<file path="src/rtl/sevenseg_pkg.sv">
// Shared definitions for the seven-segment capture path: pattern table, blank code, FSM states.
package sevenseg_pkg;

  localparam logic [6:0] SEG_BLANK = 7'h00;

  typedef enum logic [1:0] {
    WAIT_SEL = 2'd0,
    SETTLE   = 2'd1,
    CAPTURE  = 2'd2,
    HOLD     = 2'd3
  } state_t;

  typedef struct packed {
    logic       hit;
    logic       blank;
    logic [3:0] nibble;
  } decode_t;

  // Pattern for a hex nibble; table is segment a = bit 6, inverse numbering mirrors the bits.
  function automatic logic [6:0] seg_pattern(input logic [3:0] nibble, input logic inverse);
    logic [6:0] p;
    logic [6:0] r;
    case (nibble)
      4'h0: p = 7'h7e;
      4'h1: p = 7'h30;
      4'h2: p = 7'h6d;
      4'h3: p = 7'h79;
      4'h4: p = 7'h33;
      4'h5: p = 7'h5b;
      4'h6: p = 7'h5f;
      4'h7: p = 7'h70;
      4'h8: p = 7'h7f;
      4'h9: p = 7'h7b;
      4'ha: p = 7'h77;
      4'hb: p = 7'h1f;
      4'hc: p = 7'h4e;
      4'hd: p = 7'h3d;
      4'he: p = 7'h4f;
      4'hf: p = 7'h47;
      default: p = SEG_BLANK;
    endcase
    for (int b = 0; b < 7; b++) begin
      r[b] = p[6-b];
    end
    return inverse ? r : p;
  endfunction

endpackage

</file>
<file path="src/rtl/sevenseg_capture_if.sv">
// Pin-side and result signals of sevenseg_capture; decimal point lines exist when
// SEVENSEG_CAPTURE_DP_EN is defined.
interface sevenseg_capture_if #(
  parameter int NUM_DIGITS = 4
);
  logic [6:0]              in_segs;
  logic [NUM_DIGITS-1:0]   in_sel;
  logic [4*NUM_DIGITS-1:0] out_digits;
  logic [NUM_DIGITS-1:0]   out_valid;
  logic                    out_update;
  logic                    out_err;
  logic                    out_frame;
`ifdef SEVENSEG_CAPTURE_DP_EN
  logic                    in_dp;
  logic [NUM_DIGITS-1:0]   out_dps;
`endif

  modport master (
`ifdef SEVENSEG_CAPTURE_DP_EN
    output in_dp,
    input  out_dps,
`endif
    output in_segs, in_sel,
    input  out_digits, out_valid, out_update, out_err, out_frame
  );

  modport slave (
`ifdef SEVENSEG_CAPTURE_DP_EN
    input  in_dp,
    output out_dps,
`endif
    input  in_segs, in_sel,
    output out_digits, out_valid, out_update, out_err, out_frame
  );
endinterface

</file>
<file path="src/rtl/sevenseg_decode.sv">
// Exact-match decoder from a 7-bit segment pattern to {hit, blank, nibble}.
module sevenseg_decode
  import sevenseg_pkg::*;
#(
  parameter bit INVERSE_NUMBERING = 1'b0
) (
  input  logic [6:0] pattern,
  output decode_t    result
);

  logic [15:0] match_s;

  // Table patterns are distinct, so at most one match bit is set and OR-ing indices is exact.
  always_comb begin
    result.hit    = 1'b0;
    result.blank  = (pattern == SEG_BLANK);
    result.nibble = 4'h0;
    for (int i = 0; i < 16; i++) begin
      match_s[i]    = (pattern == seg_pattern(4'(i), INVERSE_NUMBERING));
      result.nibble = result.nibble | (match_s[i] ? 4'(i) : 4'h0);
    end
    result.hit = |match_s;
  end

endmodule

</file>
<file path="src/rtl/sevenseg_capture.sv">
// Reconstructs hex digits from a scanned seven-segment bus (synchronise, settle, decode, store).
// Optional decimal point capture is enabled by defining SEVENSEG_CAPTURE_DP_EN.
module sevenseg_capture
  import sevenseg_pkg::*;
#(
  parameter int NUM_DIGITS        = 4,
  parameter bit ZERO_IS_ON        = 1'b0,
  parameter bit SEL_ZERO_IS_ON    = 1'b0,
  parameter bit INVERSE_NUMBERING = 1'b0,
  parameter int STABLE_CYCLES     = 4
) (
  input  logic               in_clk,
  input  logic               in_rst_n,
  sevenseg_capture_if.slave  bus
);

`ifdef SEVENSEG_CAPTURE_DP_EN
  localparam int SMP_W = 8;
`else
  localparam int SMP_W = 7;
`endif
  localparam int IDX_W = (NUM_DIGITS > 1) ? $clog2(NUM_DIGITS) : 1;
  localparam int CNT_W = (STABLE_CYCLES > 1) ? $clog2(STABLE_CYCLES) : 1;
  localparam logic [CNT_W-1:0]      CNT_LAST = CNT_W'(STABLE_CYCLES - 1);
  localparam logic [SMP_W-1:0]      SMP_INV  = {SMP_W{ZERO_IS_ON}};
  localparam logic [NUM_DIGITS-1:0] SEL_INV  = {NUM_DIGITS{SEL_ZERO_IS_ON}};

  logic [SMP_W-1:0]        smp_pin_s;
  logic [SMP_W-1:0]        smp_meta_r;
  logic [SMP_W-1:0]        smp_sync_r;
  logic [SMP_W-1:0]        smp_s;
  logic [NUM_DIGITS-1:0]   sel_meta_r;
  logic [NUM_DIGITS-1:0]   sel_sync_r;
  logic [NUM_DIGITS-1:0]   sel_s;
  logic                    sel_valid_s;

  state_t                  state_r;
  logic [NUM_DIGITS-1:0]   sel_lat_r;
  logic [SMP_W-1:0]        smp_lat_r;
  logic [CNT_W-1:0]        cnt_r;
  logic [IDX_W-1:0]        idx_s;
  logic [NUM_DIGITS-1:0]   mask_r;
  logic [NUM_DIGITS-1:0]   mask_set_s;
  logic [4*NUM_DIGITS-1:0] digits_r;
  logic [NUM_DIGITS-1:0]   valid_r;
  logic                    update_r;
  logic                    err_r;
  logic                    frame_r;
  decode_t                 dec_s;

`ifdef SEVENSEG_CAPTURE_DP_EN
  logic [NUM_DIGITS-1:0]   dps_r;
  assign smp_pin_s   = {bus.in_dp, bus.in_segs};
  assign bus.out_dps = dps_r;
`else
  assign smp_pin_s   = bus.in_segs;
`endif

  // Two-flop synchronisers; reset to the raw level that reads as inactive after polarity fix.
  always_ff @(posedge in_clk) begin
    if (!in_rst_n) begin
      smp_meta_r <= SMP_INV;
      smp_sync_r <= SMP_INV;
      sel_meta_r <= SEL_INV;
      sel_sync_r <= SEL_INV;
    end else begin
      smp_meta_r <= smp_pin_s;
      smp_sync_r <= smp_meta_r;
      sel_meta_r <= bus.in_sel;
      sel_sync_r <= sel_meta_r;
    end
  end

  assign smp_s       = smp_sync_r ^ SMP_INV;
  assign sel_s       = sel_sync_r ^ SEL_INV;
  assign sel_valid_s = $onehot(sel_s);
  assign mask_set_s  = mask_r | sel_lat_r;

  // Latched strobe is one-hot, so OR-ing the set positions yields the digit index.
  always_comb begin
    idx_s = '0;
    for (int i = 0; i < NUM_DIGITS; i++) begin
      idx_s = idx_s | (sel_lat_r[i] ? IDX_W'(i) : IDX_W'(0));
    end
  end

  sevenseg_decode #(
    .INVERSE_NUMBERING (INVERSE_NUMBERING)
  ) u_decode (
    .pattern (smp_lat_r[6:0]),
    .result  (dec_s)
  );

  // Scan-step FSM together with the digit registers and output pulses it writes.
  always_ff @(posedge in_clk) begin
    if (!in_rst_n) begin
      state_r   <= WAIT_SEL;
      sel_lat_r <= '0;
      smp_lat_r <= '0;
      cnt_r     <= '0;
      mask_r    <= '0;
      digits_r  <= '0;
      valid_r   <= '0;
      update_r  <= 1'b0;
      err_r     <= 1'b0;
      frame_r   <= 1'b0;
`ifdef SEVENSEG_CAPTURE_DP_EN
      dps_r     <= '0;
`endif
    end else begin
      update_r <= 1'b0;
      err_r    <= 1'b0;
      frame_r  <= 1'b0;
      case (state_r)
        WAIT_SEL: begin
          if (sel_valid_s) begin
            state_r   <= SETTLE;
            sel_lat_r <= sel_s;
            smp_lat_r <= smp_s;
            cnt_r     <= '0;
          end
        end
        SETTLE: begin
          if (!sel_valid_s) begin
            state_r <= WAIT_SEL;
          end else if (sel_s != sel_lat_r) begin
            sel_lat_r <= sel_s;
            smp_lat_r <= smp_s;
            cnt_r     <= '0;
          end else if (smp_s != smp_lat_r) begin
            smp_lat_r <= smp_s;
            cnt_r     <= '0;
          end else if (cnt_r == CNT_LAST) begin
            state_r <= CAPTURE;
          end else begin
            cnt_r <= cnt_r + 1'b1;
          end
        end
        CAPTURE: begin
          state_r  <= HOLD;
          update_r <= 1'b1;
          valid_r[idx_s] <= dec_s.hit;
          if (dec_s.hit) begin
            digits_r[{idx_s, 2'b00} +: 4] <= dec_s.nibble;
          end else begin
            err_r <= !dec_s.blank;
          end
`ifdef SEVENSEG_CAPTURE_DP_EN
          dps_r[idx_s] <= smp_lat_r[7];
`endif
          if (&mask_set_s) begin
            frame_r <= 1'b1;
            mask_r  <= '0;
          end else begin
            mask_r  <= mask_set_s;
          end
        end
        HOLD: begin
          if (!sel_valid_s) begin
            state_r <= WAIT_SEL;
          end else if (sel_s != sel_lat_r) begin
            state_r   <= SETTLE;
            sel_lat_r <= sel_s;
            smp_lat_r <= smp_s;
            cnt_r     <= '0;
          end
        end
        default: state_r <= WAIT_SEL;
      endcase
    end
  end

  assign bus.out_digits = digits_r;
  assign bus.out_valid  = valid_r;
  assign bus.out_update = update_r;
  assign bus.out_err    = err_r;
  assign bus.out_frame  = frame_r;

endmodule

</file>
<file path="src/flat_wrapper.sv">
// flat-port wrapper written by rule: the top's interface ports become plain ports
module sevenseg_capture_flat import sevenseg_pkg::*;
#(
  parameter int NUM_DIGITS        = 4,
  parameter bit ZERO_IS_ON        = 1'b0,
  parameter bit SEL_ZERO_IS_ON    = 1'b0,
  parameter bit INVERSE_NUMBERING = 1'b0,
  parameter int STABLE_CYCLES     = 4
)
  (in_clk, in_rst_n, bus_in_segs, bus_in_sel, bus_out_digits, bus_out_valid, bus_out_update, bus_out_err, bus_out_frame);
  sevenseg_capture_if #(.NUM_DIGITS(NUM_DIGITS)) bus_i ();
  input  logic in_clk;
  input  logic in_rst_n;
  input wire logic [$bits(bus_i.in_segs)-1:0] bus_in_segs;
  input wire logic [$bits(bus_i.in_sel)-1:0] bus_in_sel;
  output wire logic [$bits(bus_i.out_digits)-1:0] bus_out_digits;
  output wire logic [$bits(bus_i.out_valid)-1:0] bus_out_valid;
  output wire logic [$bits(bus_i.out_update)-1:0] bus_out_update;
  output wire logic [$bits(bus_i.out_err)-1:0] bus_out_err;
  output wire logic [$bits(bus_i.out_frame)-1:0] bus_out_frame;
  assign bus_i.in_segs = bus_in_segs;
  assign bus_i.in_sel = bus_in_sel;
  assign bus_out_digits = bus_i.out_digits;
  assign bus_out_valid = bus_i.out_valid;
  assign bus_out_update = bus_i.out_update;
  assign bus_out_err = bus_i.out_err;
  assign bus_out_frame = bus_i.out_frame;
  sevenseg_capture #(.NUM_DIGITS(NUM_DIGITS), .ZERO_IS_ON(ZERO_IS_ON), .SEL_ZERO_IS_ON(SEL_ZERO_IS_ON), .INVERSE_NUMBERING(INVERSE_NUMBERING), .STABLE_CYCLES(STABLE_CYCLES)) u_core (.in_clk(in_clk), .in_rst_n(in_rst_n), .bus(bus_i));
endmodule
</file>
<file path="config.mk">
export PLATFORM = sky130hd
export DESIGN_NAME = sevenseg_capture_flat
export DESIGN_NICKNAME = d
export VERILOG_FILES = /design/src/rtl/sevenseg_pkg.sv /design/src/rtl/sevenseg_capture_if.sv /design/src/rtl/sevenseg_decode.sv /design/src/rtl/sevenseg_capture.sv /design/src/flat_wrapper.sv
export SDC_FILE = /design/constraint.sdc
export NUM_CORES = 1
export LEC_CHECK = 0
export ABC_AREA = 1
export ABC_CLOCK_PERIOD_IN_PS = 2100
export BUFFER_PORTS_ARGS = -buffer_cell sky130_fd_sc_hd__buf_2
export CAP_MARGIN = 10
export CORE_ASPECT_RATIO = 1.75
export CORE_MARGIN = 5
export CORE_UTILIZATION = 52
export CTS_CLUSTER_SIZE = 16
export DETAILED_ROUTE_END_ITERATION = 12
export PLACE_DENSITY_LB_ADDON = 0.12
export SETUP_SLACK_MARGIN = 0.5
export SLEW_MARGIN = 20
export SYNTH_ARGS = -nofsm -noshare
export SYNTH_HDL_FRONTEND = slang
export SYNTH_SLANG_ARGS = --single-unit
</file>
<file path="constraint.sdc">
create_clock -name in_clk -period 2.1 [get_ports in_clk]
set_input_delay 0.105 -clock in_clk [delete_from_list [all_inputs] [get_ports in_clk]]
set_output_delay 0.105 -clock in_clk [all_outputs]
set_load 0.01 [all_outputs]
</file>
==> metrics <==
status complete, but fails checks; failing checks negative setup slack; crit end category flip-flop; Synth warnings 0; Post-Place Cells 574; synthesized instance count between 400 and 500; LEAKAGE 2.037 nW; synthesis-to-finish area growth 31.41%; DRT antenna net count 0; clk buf depth 2; DRC viols 0; Synth area leaders dfxtp_1 (42%), nand2_1 (16%), nor2_1 (8.2%); die height between 100 and 150 um; Die X-Extent 68.17 um; CTS Sinks 64; crit-path cells ha_4 -> ha_4 -> fa_1 -> nor3_2 -> inv_2 -> nor2_4 -> nand2_2 -> clkinv_4 -> nand2_8 -> o21ai_2 -> nor2_1; post-DP HPWL 4979 um; time the worst path needs with I/O delays and setup 2215 ps; critical path required time 2350 ps; CTS tree done; CORE AREA 5833 sq um; Crit path arrival time around 2500 ps; share of cells above drive strength 1 29.43%; crit path setup slack, layout -114.6 ps; IO Count 36; syn nets 484; fin crit share 105.5%; post-synth top area cell dfxtp_1; setup TNS -821.3 ps; Synth cell types 24; routability cong. 0.8929; Bufs and invs on worst path 2; initial antenna violation count 0; n_diodes 0; vias in the first global route 2965; CTS root buf clkbuf_8; largest net degree at the start of global routing 49; final hold vios 0; Layout Utilization 69.37%; final cell count without fillers 608; max-cap violations 0; total track usage 20.50%; Starting Density a little over half; die footprint 7621 sq um; post-layout net count 548; Crit Path Class reg -> reg; DR pass1 iterations 4; critical path's slowest cell fa_1; Post-synth EDFFs 0; Post-Syn Area per Cell 6.679 sq um; peak supply drop 0.0005856 V; Max Slew Vio Count 0; Most common cell on crit path ha_4; Worst-path clk slew around 70 ps; post-synthesis sequential area ratio 41.61%; top_reg_cell synth dfxtp_1; grt total ovfl 0; Post-Syn Area around 3100 sq um; pre-CTS setup slack -132.6 ps; Max Clk Rate 451.5 MHz; max_slew headroom roughly 69%; H-tree depth 3; ys async rst share 0%; total CTS buffers 9; Post-synth top cells nand2_1 (132), nor2_1 (67), dfxtp_1 (64); WL/cell approximately 12 um; Yosys reg bits 64; Max FO, Critical Path 8; vias between 3000 and 4000; Power Dens Cells 820.1 nW/um^2; IO Port Bufs 35; CP max stage delay between 400 and 500 ps; via/cell ratio just under 5; Final setup viols 11; DRT iter0 DRCs 219; top cell type's share of synthesized area between 40% and 50%; RSZ-0062 raised after global routing true; final wirelength 7348 um; Std-Cell Rows 37; crit start category flip-flop; Top delay family on crit path adder cells; Worst-Skew Late Latency 360 ps; count leader, synth nand2_1; first-pass GRT wire length 11870 um; HP Class in -> reg; final clock skew 10.17 ps; actual slew at the worst max-slew pin about 470 ps
cell type report:
type	count	area [sq um]
Clock inverter	4	45.04
Fill cell	510	1787
Inverter	69	269.0
Sequential cell	64	1303
Multi-Input combinational cell	319	1780
Timing Repair Buffer	62	416.7
Clock buffer	12	135.1
Tap cell	78	97.59
per-stage QoR:
stage	power, mW	hold WS (ps)	cell area (sq um)
floorplan	1.939	202.6	3137
global placement	2.092	285.3	3433
detailed placement	2.110	289.7	3433
CTS	3.235	241.1	3885
global route	3.512	283.9	4046
finish	3.319	248.2	4046
routing by layer:
layer  GRT usage, %  routed length, um  share of wire [%]  vias up
met5              0                  0                  0        -
li1               -                  -                  -     1549
met4          14.74                386                5.3        0
met1          18.39               2598                 35     1326
met3          4.137                326                4.4       38
met2          37.69               4037                 55       97
worst paths after layout:
path,endpoint,from,slack [ps],depth (start not counted)
setup reg to reg,u_core.smp_lat_r[0],u_core.sel_s[0],-110,11
hold reg to reg,u_core.sel_s[0],u_core.sel_meta_r[0],410,2
setup / recovery,u_core.smp_lat_r[0],u_core.sel_s[0],-110,11
hold / removal,u_core.bus.out_digits[13],in_rst_n,250,3
worst reg2reg max path: stages (launching register included):
cell and delay [ps]:
dfxtp_2 330, ha_4 240, ha_4 160, fa_1 470, nor3_2 180, inv_2 90
nor2_4 170, nand2_2 100, clkinv_4 120, nand2_8 90, o21ai_2 130, nor2_1 40
cells by family after synthesis:
group / share of synthesized area, %
compound gates: 8.452
xor+xnor: 1.138
fa+ha+maj: 4.307
buf+inv: 10.08
flops: 41.61
simple gates: 34.42
registers in the layout, summed over array words and instances, names as in the netlist, 2 cells and up, named ones only:
name and flops:
u_core.bus.out_digits 16, u_core.smp_lat_r 7, u_core.smp_meta_r 7, u_core.smp_s 7, u_core.bus.out_valid 4, u_core.mask_r 4
u_core.sel_lat_r 4, u_core.sel_meta_r 4, u_core.sel_s 4, u_core.cnt_r 2
cells in the final DEF (no fill, tap or decap), types with 5 or more instances in the layout:
cell and instances:
inv_1 58, nor2_4 8, nand3_2 5, dfxtp_1 51, o21ai_0 10, nor2_2 15
buf_2 35, nand2_1 118, dfxtp_2 11, inv_2 9, nand2_4 6, dlygate4sd3_1 11
a21oi_1 30, clkbuf_8 9, o21ai_1 5, nand2_2 12, buf_4 13, nand3_1 17
nor2_1 54
where the power goes:
| group | switching [mW] | internal [mW] | leakage [nW] |
|---|---|---|---|
| sequential | 0.100 | 1.31 | 0.529 |
| clock | 0.466 | 0.543 | 0.0941 |
| combinational | 0.552 | 0.346 | 1.41 |
timing repair:
item,in CTS,in global routing
hold endpoints to repair,11,0
hold buffers,11,0
resized for setup,41,46
setup buffers,5,1
pin swaps,16,13
cloned,1,0
endpoints found under the setup margin,36,35
Power figures use the tool's default switching activity.
